File: src/rtl/outport_uart_tx_if.sv
// Write-port and status bundle between the CPU output-port register and the UART TX stage.
interface outport_uart_tx_if;
  logic        wr_en;
  logic [31:0] wr_data;
  logic        full;
  logic        empty;
  logic        busy;
  logic        overflow;
  logic        tx;

  modport master (output wr_en, output wr_data,
                  input full, input empty, input busy, input overflow, input tx);
  modport slave  (input wr_en, input wr_data,
                  output full, output empty, output busy, output overflow, output tx);
endinterface

File: src/rtl/outport_uart_tx.sv
// Output-port word FIFO feeding a UART transmitter, four bytes per word, LSB first.
// Optional even-parity bit per byte when OUTPORT_UART_TX_PARITY_EN is defined (8E1, else 8N1).
module outport_uart_tx #(
  parameter int unsigned CLKS_PER_BIT = 16,
  parameter int unsigned FIFO_DEPTH   = 4
) (
  input  logic               clock,
  input  logic               clear,
  outport_uart_tx_if.slave   bus
);

  localparam int unsigned CNT_W  = $clog2(CLKS_PER_BIT);
  localparam int unsigned PTR_W  = $clog2(FIFO_DEPTH);
  localparam int unsigned FCNT_W = PTR_W + 1;

  localparam logic [2:0] S_IDLE   = 3'd0;
  localparam logic [2:0] S_START  = 3'd1;
  localparam logic [2:0] S_DATA   = 3'd2;
  localparam logic [2:0] S_STOP   = 3'd3;
`ifdef OUTPORT_UART_TX_PARITY_EN
  localparam logic [2:0] S_PARITY = 3'd4;
`endif

  logic [31:0]       mem [FIFO_DEPTH];
  logic [PTR_W-1:0]  wr_ptr_q, rd_ptr_q;
  logic [FCNT_W-1:0] count_q, count_n;
  logic              full_q, empty_q, busy_q, overflow_q, tx_q;

  logic [2:0]        state_q, state_n;
  logic [CNT_W-1:0]  cnt_q, cnt_n;
  logic [2:0]        bit_q, bit_n;
  logic [1:0]        byte_q, byte_n;
  logic [31:0]       sh_q, sh_n;
  logic [7:0]        cur_byte_n;
  logic              tx_n;
  logic              push, pop, tick;

  assign push = bus.wr_en & ~full_q;
  assign tick = (cnt_q == CNT_W'(CLKS_PER_BIT - 1));

  // Next-state, pop request and registered-output values
  always_comb begin
    state_n    = state_q;
    cnt_n      = '0;
    bit_n      = bit_q;
    byte_n     = byte_q;
    sh_n       = sh_q;
    pop        = 1'b0;
    tx_n       = 1'b1;
    cur_byte_n = '0;

    case (state_q)
      S_IDLE: begin
        if (!empty_q) begin
          pop     = 1'b1;
          sh_n    = mem[rd_ptr_q];
          byte_n  = 2'd0;
          state_n = S_START;
        end
      end
      S_START: begin
        if (tick) begin
          state_n = S_DATA;
          bit_n   = 3'd0;
        end
      end
      S_DATA: begin
        if (tick) begin
          if (bit_q == 3'd7) begin
`ifdef OUTPORT_UART_TX_PARITY_EN
            state_n = S_PARITY;
`else
            state_n = S_STOP;
`endif
          end else begin
            bit_n = bit_q + 3'd1;
          end
        end
      end
`ifdef OUTPORT_UART_TX_PARITY_EN
      S_PARITY: begin
        if (tick) state_n = S_STOP;
      end
`endif
      S_STOP: begin
        if (tick) begin
          if (byte_q != 2'd3) begin
            byte_n  = byte_q + 2'd1;
            sh_n    = sh_q >> 8;
            state_n = S_START;
          end else if (!empty_q) begin
            // back-to-back word: no idle cycle between frames
            pop     = 1'b1;
            sh_n    = mem[rd_ptr_q];
            byte_n  = 2'd0;
            state_n = S_START;
          end else begin
            state_n = S_IDLE;
          end
        end
      end
      default: state_n = S_IDLE;
    endcase

    if (state_q != S_IDLE && !tick) cnt_n = cnt_q + CNT_W'(1);

    cur_byte_n = sh_n[7:0];
    case (state_n)
      S_START:  tx_n = 1'b0;
      S_DATA:   tx_n = cur_byte_n[bit_n];
`ifdef OUTPORT_UART_TX_PARITY_EN
      S_PARITY: tx_n = ^cur_byte_n;
`endif
      default:  tx_n = 1'b1;
    endcase

    case ({push, pop})
      2'b10:   count_n = count_q + FCNT_W'(1);
      2'b01:   count_n = count_q - FCNT_W'(1);
      default: count_n = count_q;
    endcase
  end

  always_ff @(posedge clock or negedge clear) begin
    if (!clear) begin
      state_q    <= S_IDLE;
      cnt_q      <= '0;
      bit_q      <= '0;
      byte_q     <= '0;
      sh_q       <= '0;
      wr_ptr_q   <= '0;
      rd_ptr_q   <= '0;
      count_q    <= '0;
      full_q     <= 1'b0;
      empty_q    <= 1'b1;
      busy_q     <= 1'b0;
      overflow_q <= 1'b0;
      tx_q       <= 1'b1;
    end else begin
      state_q    <= state_n;
      cnt_q      <= cnt_n;
      bit_q      <= bit_n;
      byte_q     <= byte_n;
      sh_q       <= sh_n;
      if (push) wr_ptr_q <= wr_ptr_q + PTR_W'(1);
      if (pop)  rd_ptr_q <= rd_ptr_q + PTR_W'(1);
      count_q    <= count_n;
      full_q     <= (count_n == FCNT_W'(FIFO_DEPTH));
      empty_q    <= (count_n == '0);
      busy_q     <= (state_n != S_IDLE);
      overflow_q <= overflow_q | (bus.wr_en & full_q);
      tx_q       <= tx_n;
    end
  end

  // Storage needs no reset; contents are only read behind a valid count
  always_ff @(posedge clock) begin
    if (push) mem[wr_ptr_q] <= bus.wr_data;
  end

  assign bus.full     = full_q;
  assign bus.empty    = empty_q;
  assign bus.busy     = busy_q;
  assign bus.overflow = overflow_q;
  assign bus.tx       = tx_q;

endmodule
File: src/flat_wrapper.sv
// flat-port wrapper written by rule: the top's interface ports become plain ports
module outport_uart_tx_flat 
#(
  parameter int unsigned CLKS_PER_BIT = 16,
  parameter int unsigned FIFO_DEPTH   = 4
)
  (clock, clear, bus_wr_en, bus_wr_data, bus_full, bus_empty, bus_busy, bus_overflow, bus_tx);
  outport_uart_tx_if bus_i ();
  input  logic clock;
  input  logic clear;
  input wire logic [$bits(bus_i.wr_en)-1:0] bus_wr_en;
  input wire logic [$bits(bus_i.wr_data)-1:0] bus_wr_data;
  output wire logic [$bits(bus_i.full)-1:0] bus_full;
  output wire logic [$bits(bus_i.empty)-1:0] bus_empty;
  output wire logic [$bits(bus_i.busy)-1:0] bus_busy;
  output wire logic [$bits(bus_i.overflow)-1:0] bus_overflow;
  output wire logic [$bits(bus_i.tx)-1:0] bus_tx;
  assign bus_i.wr_en = bus_wr_en;
  assign bus_i.wr_data = bus_wr_data;
  assign bus_full = bus_i.full;
  assign bus_empty = bus_i.empty;
  assign bus_busy = bus_i.busy;
  assign bus_overflow = bus_i.overflow;
  assign bus_tx = bus_i.tx;
  outport_uart_tx #(.CLKS_PER_BIT(CLKS_PER_BIT), .FIFO_DEPTH(FIFO_DEPTH)) u_core (.clock(clock), .clear(clear), .bus(bus_i));
endmodule
File: config.mk
export PLATFORM = sky130hd
export DESIGN_NAME = outport_uart_tx_flat
export DESIGN_NICKNAME = d
export VERILOG_FILES = /design/src/rtl/outport_uart_tx_if.sv /design/src/rtl/outport_uart_tx.sv /design/src/flat_wrapper.sv
export SDC_FILE = /design/constraint.sdc
export NUM_CORES = 1
export LEC_CHECK = 0
export ABC_AREA = 1
export CAP_MARGIN = 25
export CORE_ASPECT_RATIO = 1.1
export CORE_MARGIN = 1.5
export CORE_UTILIZATION = 40
export CTS_CLUSTER_DIAMETER = 100
export CTS_CLUSTER_SIZE = 8
export DETAILED_ROUTE_END_ITERATION = 7
export GPL_TIMING_DRIVEN = 0
export MAX_ROUTING_LAYER = met4
export SLEW_MARGIN = 40
export SYNTH_ARGS = -nofsm -noshare
export SYNTH_HDL_FRONTEND = slang
export SYNTH_SLANG_ARGS = --single-unit
File: constraint.sdc
create_clock -name clock -period 4.3 [get_ports clock]
set_input_delay 0.86 -clock clock [delete_from_list [all_inputs] [get_ports clock]]
set_output_delay 0.86 -clock clock [all_outputs]
set_load 0.05 [all_outputs]
==> impl_metrics.tcl <==
set metrics [dict create \
    status "complete, no violations" \
    cpPeakStageDelay_ns 0.43 \
    synthTopCellsByArea "edfxtp_1 (49%), dfrtp_1 (17%), nand2_1 (6.8%)" \
    cts_setup_buffers 0 \
    finalPower_w 0.00590 \
    die_w_um 136 \
    clkSinkCount 184 \
    reg2reg_slack_ns 1.20 \
    timing.rr.end "u_core.bus.empty$_DFF_PN1_" \
    hp-class "in -> async" \
    cp.required_ns 4.65 \
    fillers 1667 \
    layout_min_cycle_time_ns 3.10 \
    fin_util_pct 48.5 \
    drc 0 \
    end_kind "flip-flop" \
    min_period_over_period_pct 72.0 \
    setup_viol 0 \
    avgSynthCellArea_sq_um 10.9 \
    path_cells "ha_1 > nand3_4 > nor2_4 > inv_2 > nor2_4 > o21ai_1 > inv_2 > buf_4 > ha_1 > fa_1 > mux2_2 > or2_2 > nor2_1" \
    crit_fanout 10 \
    finalHoldViolCount 0 \
    cts.path.max_buffers 2 \
    area_growth_pct 19.0 \
    core-area_sq_um 19200 \
    cts_resized 0 \
    critPathArrivalTime_ns 3.45 \
    num_antenna_cells 0 \
    synth_seq_area_share_pct 67.1 \
    vias 5441 \
    htreeDepth 4 \
    antenna_found_initial 0 \
    detailed_place_hpwl_um 12400 \
    start_kind "flip-flop" \
    fin_nets 826 \
    dpl_cell_area_sq_um 8770 \
    cts_hold_buffers 0 \
    cp.depth 13 \
    cts_tree "done" \
    syn_area_sq_um 7820 \
    yosysWarnings 0 \
    r2r-start "u_core.cnt_q[0]$_DFF_PN0_" \
    cp_num_buf_inv 3 \
    drtPass1Iterations 8 \
    vdd_drop_max_mv 0.385 \
    design_area_sq_um 9300 \
    start_util_pct 40.8 \
    routedWlPerCell_um 17.0 \
    slowest_stage "fa_1" \
    grt_overflow 0 \
    ioPinCount 40 \
    grt_max_degree 32 \
    core.rowCount 53 \
    async_flop_share_pct 30.4 \
    ys_seq_elements 184 \
    globalplace.congestion 0.850 \
    path_clk_slew_ns 0.07 \
    synth.distinct_cells 40 \
    dieArea_sq_um 20400 \
    relSlewSlack_pct 54.6 \
    synth_edf_count 128 \
    drt_iter0_drc 451 \
    critPathTopFamily "adder cells" \
    cap_violations 0 \
    max_freq_mhz 323 \
    synth_area_leader_cell "edfxtp_1" \
    p_leak_nw 3.65 \
    crit_path_start "u_core.cnt_q[0]$_DFF_PN0_" \
    cts_root_buf "clkbuf_16" \
    endpoint "u_core.bus.empty$_DFF_PN1_" \
    synth_most_common_cell "nand2_1" \
    wl_um 17600 \
    route.antenna.remaining_nets 0 \
    netlist_top_cells_count "nand2_1 (142), edfxtp_1 (128), nor2_1 (85)" \
    synth_cells 715 \
    grt_pass1_vias 5551 \
    portBuffers 39 \
    worstSetupPathType "reg -> reg" \
    fin_ws_ns 1.20 \
    pre_cts_ws_ns 1.06 \
    grt.total_usage_pct 19.2 \
    synth-main-ff-cell "edfxtp_1" \
    drv_slew 0 \
    fin_skew_ns 0.00821 \
    viasPerCell 5.23 \
    grt_pass1_wl_um 28700 \
    clk_latency_ns 0.42 \
    r2r_cells 13 \
    totalNegativeSetupSlack_ns 0 \
    yosysTopAreaCellShare_pct 49.2 \
    numCtsBuffers 17 \
    rsz0062_at_grt "no" \
    layout-drive-gt1-share_pct 11.5 \
    die_h_um 150 \
    worst_pin_slew_ns 0.681 \
    power.density_nw_per_um2 634 \
    synth_nets 759 \
]
[report_power, final]
group	switching (W)	leakage [nW]	internal, W
registers	0.000189	1.85	0.00236
clock network	0.000636	0.248	0.000785
logic	0.00127	1.55	0.000661
[registers in the layout, indices dropped and copies added, names as in the netlist, 2 cells and up]
name and count:
u_core.wr_ptr_q 2, u_core.mem 128, u_core.byte_q 2, u_core.rd_ptr_q 2, u_core.sh_q 32, u_core.count_q 3
u_core.cnt_q 4, u_core.state_q 3, u_core.bit_q 3
[logic make-up after synthesis]
logic type / Yosys count / synth area share [%]
AND/OR/NAND/NOR: 325 / 18.5
flip-flops: 184 / 67.1
AO/OA/AOI/OAI: 94 / 6.84
buffers and inverters: 93 / 4.91
adder cells (fa/ha/maj): 9 / 1.54
XOR/XNOR: 8 / 0.896
other: 1 / 0.0480
multiplexers: 1 / 0.144
[cell type report]
| type | instances | area [sq um] | share of cell area (%) |
|---|---|---|---|
| Buffer | 29 | 144 | 1.55 |
| Clock buffer | 17 | 425 | 4.57 |
| Clock inverter | 13 | 109 | 1.17 |
| Inverter | 64 | 240 | 2.58 |
| Multi-Input combinational cell | 438 | 2210 | 23.8 |
| Sequential cell | 184 | 5250 | 56.4 |
| Tap cell | 247 | 309 | 3.32 |
| Timing Repair Buffer | 48 | 612 | 6.58 |
[how the worst min path moves through the flow]
stage,start,cells past startpoint,to,slack (ns)
finish,clear,1,u_core.sh_q[4]$_DFF_PN0_,0.39
global placement,u_core.bus.overflow$_DFF_PN0_,1,u_core.bus.overflow$_DFF_PN0_,0.44
global route,clear,1,u_core.sh_q[4]$_DFF_PN0_,0.41
CTS,clear,1,u_core.sh_q[4]$_DFF_PN0_,0.39
detailed placement,u_core.bus.overflow$_DFF_PN0_,1,u_core.bus.overflow$_DFF_PN0_,0.45
floorplan,u_core.cnt_q[0]$_DFF_PN0_,1,u_core.cnt_q[0]$_DFF_PN0_,0.43
[layout by cell type (no fill, tap or decap), types with 2 or more instances in the layout]
cell type	synthesis	final
nand3_1	74	74
xnor2_1	2	2
or2_2	2	2
or2_1	6	6
dfrtp_1	54	54
buf_6	1	2
clkbuf_1	11	11
clkinv_4	0	2
clkinvlp_4	0	4
nor2_1	85	81
o211ai_1	3	3
o221ai_1	8	8
xor2_1	6	6
dfstp_2	2	2
clkinv_2	0	2
ha_1	8	8
buf_2	13	13
edfxtp_1	128	128
clkdlybuf4s50_1	0	38
buf_16	0	7
a21oi_1	6	6
nand2_2	2	2
nand3_2	2	2
clkinv_1	1	3
nor2_4	4	8
inv_1	50	50
nand2_1	142	142
inv_2	13	13
o21ai_0	50	50
clkbuf_16	0	17
o21ai_1	9	9
nand3b_1	2	2
buf_4	3	4
o22ai_1	16	16
[routing by layer]
| metal | routed length, um | global-route usage (%) | vias up |
|---|---|---|---|
| li1 | - | - | 2568 |
| met4 | 321 | 6.49 | 0 |
| met5 | 0 | - | - |
| met1 | 7470 | 23.9 | 2684 |
| met2 | 9110 | 32.1 | 158 |
| met3 | 738 | 3.05 | 31 |
[per-stage QoR]
step	std cells	hold WS (ns)
after floorplan	715	0.429
after global placement	1001	0.436
after detailed placement	1010	0.451
after CTS	1040	0.392
after global routing	1040	0.410
final	1040	0.387
No activity file was read; power rests on OpenSTA's default activity.
